==> src/rtl/mem_port_arbiter_pkg.sv <==
// Shared types for the memory port arbiter: load/store opcodes, FSM states,
// byte-lane masks and the latched request record.
package mem_port_arbiter_pkg;

  typedef enum logic [2:0] {
    LD_B  = 3'b000,
    LD_H  = 3'b001,
    LD_W  = 3'b010,
    LD_BU = 3'b011,
    LD_HU = 3'b100,
    ST_B  = 3'b101,
    ST_H  = 3'b110,
    ST_W  = 3'b111
  } ldst_e;

  typedef enum logic [1:0] {
    S_IDLE  = 2'd0,
    S_ISSUE = 2'd1,
    S_WAIT  = 2'd2,
    S_RESP  = 2'd3
  } state_e;

  localparam logic [3:0] LANE_B = 4'b0001;
  localparam logic [3:0] LANE_H = 4'b0011;
  localparam logic [3:0] LANE_W = 4'b1111;

  typedef struct packed {
    logic       is_dm;
    ldst_e      ldst;
    logic [1:0] lo;
  } req_t;

  function automatic logic is_store(input ldst_e op);
    return op inside {ST_B, ST_H, ST_W};
  endfunction

endpackage

==> src/rtl/ldst_align.sv <==
// Byte-lane steering for one access: store write enables and lane replication,
// load sign/zero extension, and the misalignment flag.
module ldst_align
  import mem_port_arbiter_pkg::*;
(
  input  ldst_e       ldst,
  input  logic [1:0]  a,
  input  logic [31:0] wdata,
  input  logic [31:0] rdata,
  output logic [3:0]  we,
  output logic [31:0] wdata_rep,
  output logic [31:0] rdata_ext,
  output logic        misaligned
);

  logic [7:0]  byte_sel;
  logic [15:0] half_sel;

  assign byte_sel = rdata[{a, 3'b000} +: 8];
  assign half_sel = a[1] ? rdata[31:16] : rdata[15:0];

  always_comb begin
    we         = '0;
    wdata_rep  = wdata;
    rdata_ext  = rdata;
    misaligned = 1'b0;
    case (ldst)
      LD_B:  rdata_ext = {{24{byte_sel[7]}}, byte_sel};
      LD_BU: rdata_ext = {24'd0, byte_sel};
      LD_H: begin
        misaligned = a[0];
        rdata_ext  = {{16{half_sel[15]}}, half_sel};
      end
      LD_HU: begin
        misaligned = a[0];
        rdata_ext  = {16'd0, half_sel};
      end
      LD_W:  misaligned = (a != 2'b00);
      ST_B: begin
        we        = LANE_B << a;
        wdata_rep = {4{wdata[7:0]}};
      end
      ST_H: begin
        misaligned = a[0];
        we         = LANE_H << {a[1], 1'b0};
        wdata_rep  = {2{wdata[15:0]}};
      end
      ST_W: begin
        misaligned = (a != 2'b00);
        we         = LANE_W;
      end
    endcase
  end

endmodule

==> src/rtl/mem_port_arbiter.sv <==
// Shares one synchronous memory port between instruction fetch and load/store,
// one access in flight at a time, with a fairness cap on consecutive data grants.
module mem_port_arbiter
  import mem_port_arbiter_pkg::*;
#(
  parameter int MEM_LAT  = 1,
  parameter int FAIR_MAX = 4,
  parameter int AW       = 14
) (
  input  logic          clk,
  input  logic          rst,
  input  logic          if_req,
  input  logic [31:0]   if_addr,
  output logic          if_ready,
  output logic [31:0]   if_rdata,
  input  logic          dm_req,
  input  logic [31:0]   dm_addr,
  input  logic [2:0]    dm_ldst,
  input  logic [31:0]   dm_wdata,
  output logic          dm_ready,
  output logic          dm_err,
  output logic [31:0]   dm_rdata,
  output logic          mem_en,
  output logic [3:0]    mem_we,
  output logic [AW-1:0] mem_addr,
  output logic [31:0]   mem_wdata,
  input  logic [31:0]   mem_rdata
);

  localparam int FW = $clog2(FAIR_MAX + 1);

  state_e        state_q, state_d;
  req_t          req_q, req_d;
  logic [FW-1:0] fair_q, fair_d;
  logic [2:0]    wait_q, wait_d;
  logic          if_ready_q, if_ready_d, dm_ready_q, dm_ready_d, dm_err_q, dm_err_d;
  logic [31:0]   if_rdata_q, if_rdata_d, dm_rdata_q, dm_rdata_d;
  logic          mem_en_q, mem_en_d;
  logic [3:0]    mem_we_q, mem_we_d;
  logic [AW-1:0] mem_addr_q, mem_addr_d;
  logic [31:0]   mem_wdata_q, mem_wdata_d;
  logic          grant_if;

  // The aligner sees the live request while arbitrating and the latched one afterwards.
  ldst_e       al_op;
  logic [1:0]  al_a;
  logic [3:0]  al_we;
  logic [31:0] al_wdata, al_rdata;
  logic        al_mis;

  assign al_op = (state_q == S_IDLE) ? ldst_e'(dm_ldst) : req_q.ldst;
  assign al_a  = (state_q == S_IDLE) ? dm_addr[1:0] : req_q.lo;

  ldst_align u_align (
    .ldst       (al_op),
    .a          (al_a),
    .wdata      (dm_wdata),
    .rdata      (mem_rdata),
    .we         (al_we),
    .wdata_rep  (al_wdata),
    .rdata_ext  (al_rdata),
    .misaligned (al_mis)
  );

  logic unused_addr;
  assign unused_addr = ^{if_addr[31:AW+2], if_addr[1:0], dm_addr[31:AW+2]};

  always_comb begin
    state_d     = state_q;
    req_d       = req_q;
    fair_d      = fair_q;
    wait_d      = wait_q;
    grant_if    = 1'b0;
    if_ready_d  = 1'b0;
    dm_ready_d  = 1'b0;
    dm_err_d    = 1'b0;
    if_rdata_d  = if_rdata_q;
    dm_rdata_d  = dm_rdata_q;
    mem_en_d    = 1'b0;
    mem_we_d    = '0;
    mem_addr_d  = mem_addr_q;
    mem_wdata_d = mem_wdata_q;
    case (state_q)
      S_IDLE: begin
        grant_if = if_req && (!dm_req || fair_q == FW'(FAIR_MAX));
        if (!if_req || grant_if)
          fair_d = '0;
        else if (dm_req && fair_q != FW'(FAIR_MAX))
          fair_d = fair_q + 1'b1;
        if (if_req || dm_req) begin
          req_d = '{is_dm: !grant_if, ldst: ldst_e'(dm_ldst), lo: dm_addr[1:0]};
          if (!grant_if && al_mis) begin
            // Misaligned data access never touches memory.
            state_d    = S_RESP;
            dm_ready_d = 1'b1;
            dm_err_d   = 1'b1;
            dm_rdata_d = '0;
          end else begin
            state_d    = S_ISSUE;
            mem_en_d   = 1'b1;
            mem_addr_d = grant_if ? if_addr[AW+1:2] : dm_addr[AW+1:2];
            if (!grant_if) begin
              mem_we_d    = al_we;
              mem_wdata_d = al_wdata;
            end
          end
        end
      end
      S_ISSUE: begin
        if (req_q.is_dm && is_store(req_q.ldst)) begin
          state_d    = S_RESP;
          dm_ready_d = 1'b1;
          dm_rdata_d = '0;
        end else begin
          state_d = S_WAIT;
          wait_d  = 3'(MEM_LAT - 1);
        end
      end
      S_WAIT: begin
        if (wait_q == 3'd0) begin
          state_d = S_RESP;
          if (req_q.is_dm) begin
            dm_ready_d = 1'b1;
            dm_rdata_d = al_rdata;
          end else begin
            if_ready_d = 1'b1;
            if_rdata_d = mem_rdata;
          end
        end else begin
          wait_d = wait_q - 3'd1;
        end
      end
      S_RESP:  state_d = S_IDLE;
      default: state_d = S_IDLE;
    endcase
  end

  always_ff @(posedge clk) begin
    if (rst) begin
      state_q     <= S_IDLE;
      req_q       <= '0;
      fair_q      <= '0;
      wait_q      <= '0;
      if_ready_q  <= 1'b0;
      dm_ready_q  <= 1'b0;
      dm_err_q    <= 1'b0;
      if_rdata_q  <= '0;
      dm_rdata_q  <= '0;
      mem_en_q    <= 1'b0;
      mem_we_q    <= '0;
      mem_addr_q  <= '0;
      mem_wdata_q <= '0;
    end else begin
      state_q     <= state_d;
      req_q       <= req_d;
      fair_q      <= fair_d;
      wait_q      <= wait_d;
      if_ready_q  <= if_ready_d;
      dm_ready_q  <= dm_ready_d;
      dm_err_q    <= dm_err_d;
      if_rdata_q  <= if_rdata_d;
      dm_rdata_q  <= dm_rdata_d;
      mem_en_q    <= mem_en_d;
      mem_we_q    <= mem_we_d;
      mem_addr_q  <= mem_addr_d;
      mem_wdata_q <= mem_wdata_d;
    end
  end

  assign if_ready  = if_ready_q;
  assign if_rdata  = if_rdata_q;
  assign dm_ready  = dm_ready_q;
  assign dm_err    = dm_err_q;
  assign dm_rdata  = dm_rdata_q;
  assign mem_en    = mem_en_q;
  assign mem_we    = mem_we_q;
  assign mem_addr  = mem_addr_q;
  assign mem_wdata = mem_wdata_q;

endmodule

==> config.mk <==
export PLATFORM = sky130hd
export DESIGN_NAME = mem_port_arbiter
export DESIGN_NICKNAME = d
export VERILOG_FILES = /design/src/rtl/mem_port_arbiter_pkg.sv /design/src/rtl/ldst_align.sv /design/src/rtl/mem_port_arbiter.sv
export SDC_FILE = /design/constraint.sdc
export NUM_CORES = 1
export LEC_CHECK = 0
export ABC_CLOCK_PERIOD_IN_PS = 6460
export BUFFER_PORTS_ARGS = -buffer_cell sky130_fd_sc_hd__buf_2
export CAP_MARGIN = 20
export CORE_UTILIZATION = 54
export CTS_CLUSTER_SIZE = 40
export DETAILED_ROUTE_END_ITERATION = 16
export PLACE_DENSITY = 0.91
export SYNTH_ARGS = -nofsm -noshare
export SYNTH_HDL_FRONTEND = slang
export SYNTH_HIERARCHICAL = 1
export SYNTH_SLANG_ARGS = --single-unit
==> constraint.sdc <==
create_clock -name clk -period 6.46 [get_ports clk]
set_clock_uncertainty 0.05 [all_clocks]
set_input_delay 1.292 -clock clk [delete_from_list [all_inputs] [get_ports clk]]
set_output_delay 1.292 -clock clk [all_outputs]
set_load 0.1 [all_outputs]
==> results.json <==
{
  "drc": 0,
  "fin_crit_sh_pct": 69.0,
  "clkLatencyLatePin_ns": 0.43,
  "finalMaxSlewViolations": 0,
  "die_w_um": 114,
  "syn_avg_cell_area_um2": 8.19,
  "final_cells": 1186,
  "p_int_w": 0.00219,
  "antenna_found_initial": 0,
  "rows": 40,
  "fin_crit_ns": 4.46,
  "grt_pass1_wl_mm": 31.9,
  "ant_nets": 0,
  "nets": 1149,
  "drt_iter0_drc": 564,
  "peakVddDrop_uv": 406,
  "synth_compound_area_share_pct": 21.6,
  "dieArea_mm2": 0.0130,
  "cts_buffer_depth": 2,
  "grt_use_total_pct": 31.4,
  "cp.required_ns": 6.70,
  "synth-xor-area-share_pct": 0.258,
  "synth_top_family_by_area": "compound AO/OA/AOI/OAI gates",
  "rsz0062_at_grt": "false",
  "port_buffers": 218,
  "powerDensity_mw_per_mm2": 561,
  "hold_violations": 0,
  "critPathArrivalTime_ns": 4.70,
  "leakagePower_nw": 3.86,
  "syn_nets": 974,
  "hold_depth": 2,
  "worst-slew-pin-transition_ns": 0.986,
  "synth_simple_gate_area_share_pct": 18.3,
  "cap_violations": 0,
  "cts_hold_buf": 0,
  "pre_cts_ws_ns": 2.12,
  "syn_to_final_growth_pct": 23.2,
  "outcome": "finished, final reports clean",
  "postCtsSetupRepairBufs": 0,
  "cts_buffers": 17,
  "setup_violations": 0,
  "cp_slowest_cell": "ha_1",
  "globalRoute.totalOverflow": 0,
  "vias": 6878,
  "fin_tns_setup_ns": 0,
  "fin_ws_ns": 2.00,
  "antenna_cells": 0,
  "routedWlPerCell_um": 17.2,
  "critPathKind": "reg -> reg",
  "hold_class": "reg -> reg",
  "yosys_register_bits": 132,
  "drtPass1Iterations": 7,
  "ys_seq_area_share_pct": 38.9,
  "synthFlopType": "dfxtp_1",
  "synth.area.mux_share_pct": 13.2,
  "sw_frac_of_total_pct": 53.4,
  "reg2reg_depth": 10,
  "utilization_pct": 68.9,
  "initial_core_util_pct": 55.9,
  "cts_tree": "yes",
  "grt_pass1_vias": 6472,
  "syn_inst": 830,
  "drive_gt1_share_pct": 29.5,
  "end_kind": "register",
  "crit_fanout": 32,
  "p_sw_w": 0.00251,
  "clock_power_share_pct": 18.7,
  "cts.htree.levels": 4,
  "maxSlewHeadroom_pct": 33.7,
  "seq_power_share_pct": 22.6,
  "mostFrequentLayoutCells": "223 x nand2_1, 218 x buf_2, 132 x dfxtp_1, 108 x a21oi_1, 56 x mux2i_1",
  "n_fill_cell": 969,
  "ys_warn_count": 6,
  "cts-root-buf": "clkbuf_16",
  "hpwl_mm": 14.1,
  "finalWirelength_mm": 20.4,
  "synth_area_mm2": 0.00680,
  "post_cts_resized": 0,
  "grt_max_degree": 51,
  "gp_congestion": 0.929,
  "path_cells": "inv_1 > ha_1 > mux2_2 > nand2b_1 > and3b_1 > a211oi_1 > o21a_1 > o211ai_4 > buf_4 > mux2i_1",
  "ios": 253,
  "cp-start-kind": "register",
  "final_common_cell": "nand2_1",
  "fmax_mhz": 224,
  "max_stage_delay_ns": 0.80,
  "die-height_um": 114,
  "fp.coreArea_mm2": 0.0122,
  "clk_pin_slew_ns": 0.06,
  "synth_edf_count": 0,
  "viasPerCell": 5.80,
  "p_comb_share_pct": 58.7,
  "synthAdderAreaFrac_pct": 1.66,
  "clock_sinks": 132,
  "synthArstFlopShare_pct": 0,
  "dp_cells": 1154,
  "ys_types": 58
}
## power groups by stage
stage	Sequential [W]	Combinational (W)	Clock (W)
floorplan	0.00207	0.00130	0
global placement	0.00107	0.00268	0
detailed placement	0.00108	0.00272	0
CTS	0.00106	0.00273	0.000884
global route	0.00108	0.00289	0.000929
finish	0.00106	0.00276	0.000877
## worst paths after layout
check | from | end | slack [ns]
worst max-delay path | state_q[0]$_SDFFE_PP0P_ | dm_rdata[23]$_SDFFE_PP0P_ | 2.00
worst max register to register | state_q[0]$_SDFFE_PP0P_ | dm_rdata[23]$_SDFFE_PP0P_ | 2.00
worst min register to register | mem_wdata[21]$_SDFFE_PP0P_ | mem_wdata[21]$_SDFFE_PP0P_ | 0.40
worst min-delay path | mem_wdata[21]$_SDFFE_PP0P_ | mem_wdata[21]$_SDFFE_PP0P_ | 0.40
## metrics by stage
stage	total power [W]	hold slack, ns	area, um^2
global route	0.00491	0.419	8380
CTS	0.00468	0.402	8380
floorplan	0.00337	0.384	6800
finish	0.00470	0.400	8380
detailed placement	0.00379	0.393	7840
global placement	0.00375	0.388	7810
## area by class of cell
| class | count | area, um^2 | share of cell area, % |
|---|---|---|---|
| Sequential cell | 132 | 2640 | 31.6 |
| Timing Repair Buffer | 228 | 1190 | 14.2 |
| Inverter | 11 | 41.3 | 0.493 |
| Clock buffer | 17 | 425 | 5.08 |
| Tap cell | 168 | 210 | 2.51 |
| Multi-Input combinational cell | 615 | 3760 | 44.9 |
| Clock inverter | 15 | 110 | 1.31 |
## sequential cells by signal, indices dropped and copies added, names as in the netlist
register   count
dm_rdata      32
if_rdata      32
mem_wdata     32
mem_addr      14
req_q          6
mem_we         4
fair_q         3
wait_q         3
state_q        2
dm_err         1
dm_ready       1
if_ready       1
mem_en         1
## critical path: cells and delay by family, from the launching register on
kind,cells,cell delay (ns)
simple gates,2,0.80
fa+ha+maj,1,0.80
compound gates,3,0.91
mux,2,0.90
flops,1,0.36
buf+inv,2,0.46
## kinds of logic (layout without fill, tap and decap cells)
logic type	count (synthesis)	in the layout
and+or+nand+nor	295	295
AOI/OAI and AO/OA	224	224
DFF	132	132
muxes	85	85
buffers and inverters	83	271
adders and majority gates	9	9
xor gates and xnor gates	2	2
## metal layers
metal | wire, um | share of wire [%] | global-route usage [%]
met5 | 0 | 0 | 0
met4 | 731 | 3.6 | 16.7
met3 | 1870 | 9.2 | 10.6
met2 | 9860 | 48 | 52.4
met1 | 7940 | 39 | 35.6
## Yosys cell counts, types with 3 or more instances
library cell,number,area (um^2)
a221o_1,7,70.1
a22oi_1,8,60.1
inv_1,10,37.5
nand2b_1,10,62.6
nand3_1,6,30.0
mux2i_1,56,561
nand2_1,223,837
o21ai_1,3,15.0
a21oi_1,108,541
buf_4,9,67.6
nand3b_1,9,67.6
nor2b_1,5,31.3
and3_1,7,43.8
nor3_1,5,25.0
a211oi_1,16,120
ha_1,9,113
buf_2,19,95.1
o22ai_1,15,93.8
o21ai_0,7,35.0
dfxtp_1,132,2640
o21bai_1,7,52.6
a32o_1,7,70.1
a21o_1,17,128
buf_6,4,45.0
nor2_1,22,82.6
clkbuf_1,37,139
a222oi_1,8,80.1
mux2_2,28,315
Note: power is estimated with default switching activity, not from simulation.
